`src/rtl/stack_lifo.sv`:
```
// LIFO stack with registered top-of-stack, occupancy count, full/empty flags
// and sticky overflow/underflow errors. Simultaneous push+pop replaces TOS.
module stack_lifo #(
    parameter int NBITS = 8,
    parameter int DEPTH = 8,
    parameter int NADDR = 4
) (
    input  logic             clk,
    input  logic             rst,
    input  logic             clr,
    input  logic             push,
    input  logic             pop,
    input  logic [NBITS-1:0] in,
    output logic [NBITS-1:0] out,
    output logic [NADDR-1:0] level,
    output logic             empty,
    output logic             full,
    output logic             ovf,
    output logic             unf
);

    localparam int AW = (DEPTH > 1) ? $clog2(DEPTH) : 1;
    localparam logic [NADDR-1:0] DEPTH_L = NADDR'(DEPTH);

    logic [NBITS-1:0] mem [0:DEPTH-1];
    logic             wr_en;
    logic [AW-1:0]    wr_addr;
    logic [AW-1:0]    rd_idx;

    // Entry just below the current TOS; only meaningful when level >= 2.
    assign rd_idx = AW'(level - NADDR'(2));

    assign empty = (level == '0);
    assign full  = (level == DEPTH_L);

    always_comb begin
        wr_en   = 1'b0;
        wr_addr = AW'(level);
        if (!rst && !clr && push) begin
            if (pop && level != '0) begin
                wr_en   = 1'b1;
                wr_addr = AW'(level - NADDR'(1));
            end else if (level != DEPTH_L) begin
                wr_en   = 1'b1;
                wr_addr = AW'(level);
            end
        end
    end

    always_ff @(posedge clk) begin
        if (wr_en) begin
            mem[wr_addr] <= in;
        end
    end

    always_ff @(posedge clk) begin
        if (rst || clr) begin
            level <= '0;
            out   <= '0;
            ovf   <= 1'b0;
            unf   <= 1'b0;
        end else if (push && pop && level != '0) begin
            out <= in;
        end else if (push) begin
            // A push+pop on an empty stack lands here as a plain push.
            if (level == DEPTH_L) begin
                ovf <= 1'b1;
            end else begin
                level <= level + NADDR'(1);
                out   <= in;
            end
        end else if (pop) begin
            if (level == '0) begin
                unf <= 1'b1;
            end else if (level == NADDR'(1)) begin
                level <= '0;
                out   <= '0;
            end else begin
                level <= level - NADDR'(1);
                out   <= mem[rd_idx];
            end
        end
    end

endmodule

```
`config.mk`:
```
export PLATFORM = sky130hd
export DESIGN_NAME = stack_lifo
export DESIGN_NICKNAME = d
export VERILOG_FILES = /design/src/rtl/stack_lifo.sv
export SDC_FILE = /design/constraint.sdc
export NUM_CORES = 1
export LEC_CHECK = 0
export CORE_MARGIN = 5
export CORE_UTILIZATION = 40
export CTS_CLUSTER_SIZE = 8
export DETAILED_ROUTE_END_ITERATION = 16
export DONT_BUFFER_PORTS = 1
export RECOVER_POWER = 100
export REMOVE_ABC_BUFFERS = 1
export SKIP_LAST_GASP = 1
export SYNTH_ARGS = -nofsm -noshare
export SYNTH_HDL_FRONTEND = slang
export SYNTH_SLANG_ARGS = --single-unit
```
`constraint.sdc`:
```
create_clock -name clk -period 3 [get_ports clk]
set_input_delay 0.6 -clock clk [delete_from_list [all_inputs] [get_ports clk]]
set_output_delay 0.6 -clock clk [all_outputs]
set_load 0.005 [all_outputs]
```
==> results of run 1 <==
## cell type report
| cell class | count | area [um^2] |
|---|---|---|
| fill | 778 | 4860 |
| sequential | 78 | 2200 |
| multi-input combinational | 130 | 1130 |
| tap | 108 | 135 |
| clock buffer | 9 | 124 |
| clock inverter | 6 | 62.6 |
| timing repair buffer | 9 | 55.1 |
| inverter | 7 | 26.3 |
## layout by cell type, fill, tap and decap left out, types with 7 or more instances in the layout
cell type	synthesis	routed
a221o_1	8	8
clkbuf_8	0	9
dfxtp_1	14	14
edfxtp_1	64	64
ha_1	7	7
mux4_2	16	16
nand2_1	21	21
nor2_1	9	9
nor3_1	10	10
## final timing paths
| path | endpoint | from | cells after the start | slack (ns) |
|---|---|---|---|---|
| min reg2reg | out[1]$_SDFFE_PP0P_ | out[1]$_SDFFE_PP0P_ | 1 | 0.52 |
| min | ovf$_SDFFE_PP0P_ | clr | 1 | 0.32 |
| max | mem[4][0]$_DFFE_PP_ | level[0]$_SDFFE_PP0P_ | 7 | 0.47 |
| max reg2reg | mem[4][0]$_DFFE_PP_ | level[0]$_SDFFE_PP0P_ | 7 | 0.47 |
## critical path, stage by stage, from the launching register on
cell and delay [ns]:
dfxtp_1 0.33, inv_1 0.07, ha_1 0.23, or3b_1 0.23, inv_1 0.14, nor4_1 0.30
nor3_1 0.12, nor2_1 0.75
## cell families (layout without fill, tap and decap cells)
family                     count (synthesis)  count (layout)  share of synthesized area, %
DFF                                       78              78                          63.4
adders and majority gates                  7               7                          2.52
buffers and inverters                     21              31                          3.57
and+or+nand+nor                           68              68                          10.6
muxes                                     18              18                          11.1
AOI/OAI and AO/OA                         37              37                          8.83
## metal layers
layer	vias to the layer above	GRT usage [%]	wire, um
li1	925	-	-
met1	1002	20.7	3270
met2	69	22.9	3520
met3	11	5.14	628
met4	0	5.98	127
met5	-	0	0
## sequential cells by signal, summed over array words and instances, names as in the netlist
name   count
level      4
mem       64
out        8
ovf        1
unf        1
## power by group
group	internal (mW)	leakage, nW	switching, mW
Combinational	0.0844	0.407	0.117
Sequential	1.19	0.691	0.0101
Clock	0.380	0.0992	0.388
==> run metrics, run 1 <==
status=complete, no violations; Max-slew headroom=35.0%; final hold violation count=0; die footprint=10600 um^2; post-route antenna net violation count=0; H-tree Lvls=3; first-pass GRT wire length=11.5 mm; Worst Hold Class=in -> reg; CTS tree=done; # DRC=0; Final WS setup=0.466 ns; Arr. time, crit path=2.50 ns; post-synth cell types=47; Num CTS Buffers=9; # clock sinks=78; hold-fix buffers at CTS=0; Design Area, Final=3730 um^2; initial antenna violation count=0; DR WL/cell=21.7 um; IO Pins=29; router iterations before antenna repair=4; hold_ws=0.322 ns; dominant cell by count in the synthesized netlist=edfxtp_1; Worst IR Drop VDD=0.277 mV; Sum Neg Setup Slack=0 ns; clock-pin slew on the worst setup and hold paths=0.08 ns; power per cell area=580 nW/um^2; critical path fanouts, max=8; Cell Count, Final, Fillers Out=347; skew final=0.00908 ns; DR vias=2007; yosys warns=0; Slew Limit Fails=0; area leader, netlist=edfxtp_1; Lkg Pwr=1.20 nW; clk root buf=clkbuf_8; GRT Residual Overflow=0; crit share post-route=84.5%; DR iter-0 viols=131; Vert. Die Dim=103 um; Async S/R FF share, synth=0%; n_diodes=0; IO Port Bufs=0; gp weighted congestion=0.840; Initial Utilization=40.4%; Via density=5.78; # resized after CTS=0; Cells after DPL=332; DP Area=3580 um^2; RSZ-0062 raised after global routing=false; vias in the first global route=2041; Avg Cell Area, Syn=15.2 um^2; sequential-to-total area share from yosys stat=63.4%; EDFF count, synth=64; maxcap violations=0; Post-CTS Setup Repair Bufs=0; top-area cell type share of the netlist area=55.4%; Place WS=0.361 ns; Final Setup Violations=0; largest net degree at the start of global routing=22; fin util=43.5%; Synth Cell Area=3470 um^2; worst endpoint required time=2.97 ns; clock insertion delay at the later pin of the skew report=0.35 ns; Rows=34; Synth area leaders=edfxtp_1 55%, mux4_2 10%, dfxtp_1 8.1%; detailed placement HPWL=4.72 mm; area of the core=8590 um^2; Design Power=2.17 mW; Post-Syn Instances=229; fin crit period=2.53 ns; f_max=395 MHz; layout cell share with drive strength beyond 1=19.7%; worst setup path class=reg -> reg; Total GRT Usage=15.3%; worst-margin pin slew=0.971 ns; Syn-to-layout area delta=7.61%; crit end category=register; Die Wd=103 um; CP Launch Type=register; Top FF cell, synth=edfxtp_1; final WL=7.54 mm; Max clock buf depth=2; most instantiated cells after synthesis=64 x edfxtp_1, 21 x nand2_1, 16 x mux4_2; Seq cells post-synth=78; Total Nets Final=255
Power figures use the tool's default switching activity.
==> run 2, diff against run 1 <==
clock period = 2.4 ns   (was 3 ns; I/O delays follow)
==> run 2 against run 1 <==
Cell area increased by 2.7%. Worst hold slack worse by 0.12 ns. Register-to-register slack got worse by 0.37 ns. Maximum frequency grew 10%. Sequential cell count is the same. Sequential power grew 25%. Count of clock-buffer cells in the layout rose by 1. Core utilization rose by 1.2 points. Power rose by 28%. Critical path depth did not move. Sequential share of layout area decreased by 1.6 points. Critical path type unchanged. Largest power group unchanged. Highest routed layer unchanged.
==> run metrics, run 2 (synthesized netlist as in run 1, its figures left out) <==
f_max=434 MHz (was 395 MHz); status=complete, no violations (unchanged); n_diodes=0 (unchanged); area of the core=8590 um^2 (unchanged); die footprint=10600 um^2 (unchanged); Final Setup Violations=0 (unchanged); critical path fanouts, max=8 (unchanged); Die Wd=103 um (unchanged); Lkg Pwr=1.24 nW (was 1.20 nW); Initial Utilization=40.4% (unchanged); H-tree Lvls=3 (unchanged); gp weighted congestion=0.753 (was 0.840); initial antenna violation count=0 (unchanged); vias in the first global route=2055 (was 2041); Power Internal=2.18 mW (was 1.65 mW); crit end category=register (unchanged); crit share post-route=95.9% (was 84.5%); final hold violation count=0 (unchanged); biggest regs=mem (64), out (8), level (4) (unchanged); worst endpoint required time=2.37 ns (was 2.97 ns); Sum Neg Setup Slack=0 ns (unchanged); IO Pins=29 (unchanged); Via density=5.59 (was 5.78); # clock sinks=78 (unchanged); Comb power frac=10.1% (was 9.3%); Max-slew headroom=39.9% (was 35.0%); layout cell share with drive strength beyond 1=23.6% (was 19.7%); CTS tree=done (unchanged); detailed placement HPWL=5.06 mm (was 4.72 mm); DR WL/cell=20.9 um (was 21.7 um); Syn-to-layout area delta=10.6% (was 7.61%); power per cell area=725 nW/um^2 (was 580 nW/um^2); Vert. Die Dim=103 um (unchanged); commonest non-fill, non-tap cell in the layout=edfxtp_1 (unchanged); Arr. time, crit path=2.27 ns (was 2.50 ns); Final WS setup=0.0983 ns (was 0.466 ns); CP Launch Type=register (unchanged); Slew Limit Fails=0 (unchanged); Max clock buf depth=2 (unchanged); post-route antenna net violation count=0 (unchanged); maxcap violations=0 (unchanged); Worst IR Drop VDD=0.379 mV (was 0.277 mV); Total GRT Usage=14.9% (was 15.3%); max FFs per register=64 (unchanged); GRT Residual Overflow=0 (unchanged); Rows=34 (unchanged); Total Nets Final=266 (was 255); sequential share of power=53.8% (was 55.3%); DR vias=2000 (was 2007); worst setup path class=reg -> reg (unchanged); most frequent cells in the layout=64 x edfxtp_1, 21 x nand2_1, 16 x mux4_2 (unchanged); Place WS=-0.0595 ns (was 0.361 ns); Design Power=2.78 mW (was 2.17 mW); first-pass GRT wire length=11.4 mm (was 11.5 mm); hold-fix buffers at CTS=0 (unchanged); clock-pin slew on the worst setup and hold paths=0.08 ns (about the same); IO Port Bufs=0 (unchanged); final WL=7.47 mm (was 7.54 mm); Net Sw Power=602 uW (was 515 uW); largest register by flop count=mem (unchanged); Sw Ratio=21.6% (was 23.8%); worst-margin pin slew=0.900 ns (was 0.971 ns); largest net degree at the start of global routing=22 (unchanged); fin crit period=2.30 ns (was 2.53 ns); clk root buf=clkbuf_8 (unchanged); Clock power frac=36.1% (was 35.4%); Num CTS Buffers=9 (unchanged); # DRC=0 (unchanged); RSZ-0062 raised after global routing=true (was false); DR iter-0 viols=82 (was 131); Post-CTS Setup Repair Bufs=0 (unchanged); router iterations before antenna repair=4 (unchanged); skew final=0.0105 ns (was 0.00908 ns); Worst Hold Class=in -> reg (unchanged); clock insertion delay at the later pin of the skew report=0.34 ns (was 0.35 ns)
==> run 2: cell count changes in the layout (fill, tap and decap cells not counted), moves of 2 or more <==
cell | before | now
clkinv_2 | 3 | 1
nor2_1 | 9 | 1
buf_4 | 5 | 15
a21oi_1 | 5 | 8
nor2_2 | 0 | 8
a21oi_2 | 6 | 3
clkbuf_1 | 2 | 5
==> run 2: final timing paths <==
check / start / slack (ns) / cells after the start / to
worst max register to register: level[0]$_SDFFE_PP0P_ / 0.1 / 7 / mem[0][0]$_DFFE_PP_
worst min-delay path: clr / 0.21 / 1 / unf$_SDFFE_PP0P_
worst max-delay path: level[0]$_SDFFE_PP0P_ / 0.1 / 7 / mem[0][0]$_DFFE_PP_
worst min register to register: out[5]$_SDFFE_PP0P_ / 0.52 / 1 / out[5]$_SDFFE_PP0P_
==> run 2: layout make-up <==
type	instances	area, um^2
flip-flops and latches	78	2200
well taps	108	135
repair buffers	20	133
multi-input cells	130	1140
clock buffers	10	128
inverters	7	27.5
fillers	808	4760
clock inverters	5	75.1
==> run 2: power groups by stage <==
stage	sequential (mW)	clock, mW	combinational [mW]
after detailed placement	1.53	0	0.289
after global routing	1.50	1.07	0.307
after global placement	1.53	0	0.287
final	1.50	1.01	0.281
after floorplan	1.54	0	0.177
after CTS	1.50	1.03	0.292
==> run 2: through the flow <==
step / cells / utilization [%] / hold WS, ns / cell area, um^2
2_1_floorplan: 215 / - / 0.482 / 3370
3_3_place_gp: 343 / 42.6 / 0.510 / 3660
3_5_place_dp: 343 / 42.6 / 0.511 / 3660
4_1_cts: 358 / 45.0 / 0.190 / 3870
5_1_grt: 358 / 44.7 / 0.173 / 3840
6_report: 358 / 44.7 / 0.207 / 3840
==> run 2: critical path: stages (launching register included) <==
cell and delay [ns]:
dfxtp_1 0.31, inv_1 0.07, ha_1 0.19, or2b_4 0.29, a211oi_1 0.26, o21ai_0 0.19
buf_4 0.20, nor2_2 0.41
==> run 2: repair_timing <==
item / CTS / global route
gates cloned: 0 / 0
resized for setup: 4 / 6
endpoints found under the setup margin: 57 / 64
==> run 2: metal layers <==
layer	GRT usage [%]	vias up	wire length (um)
met5	0	-	0
met4	3.88	0	68
met3	5.14	7	472
met2	22.5	53	3400
met1	20.6	999	3530
li1	-	941	-
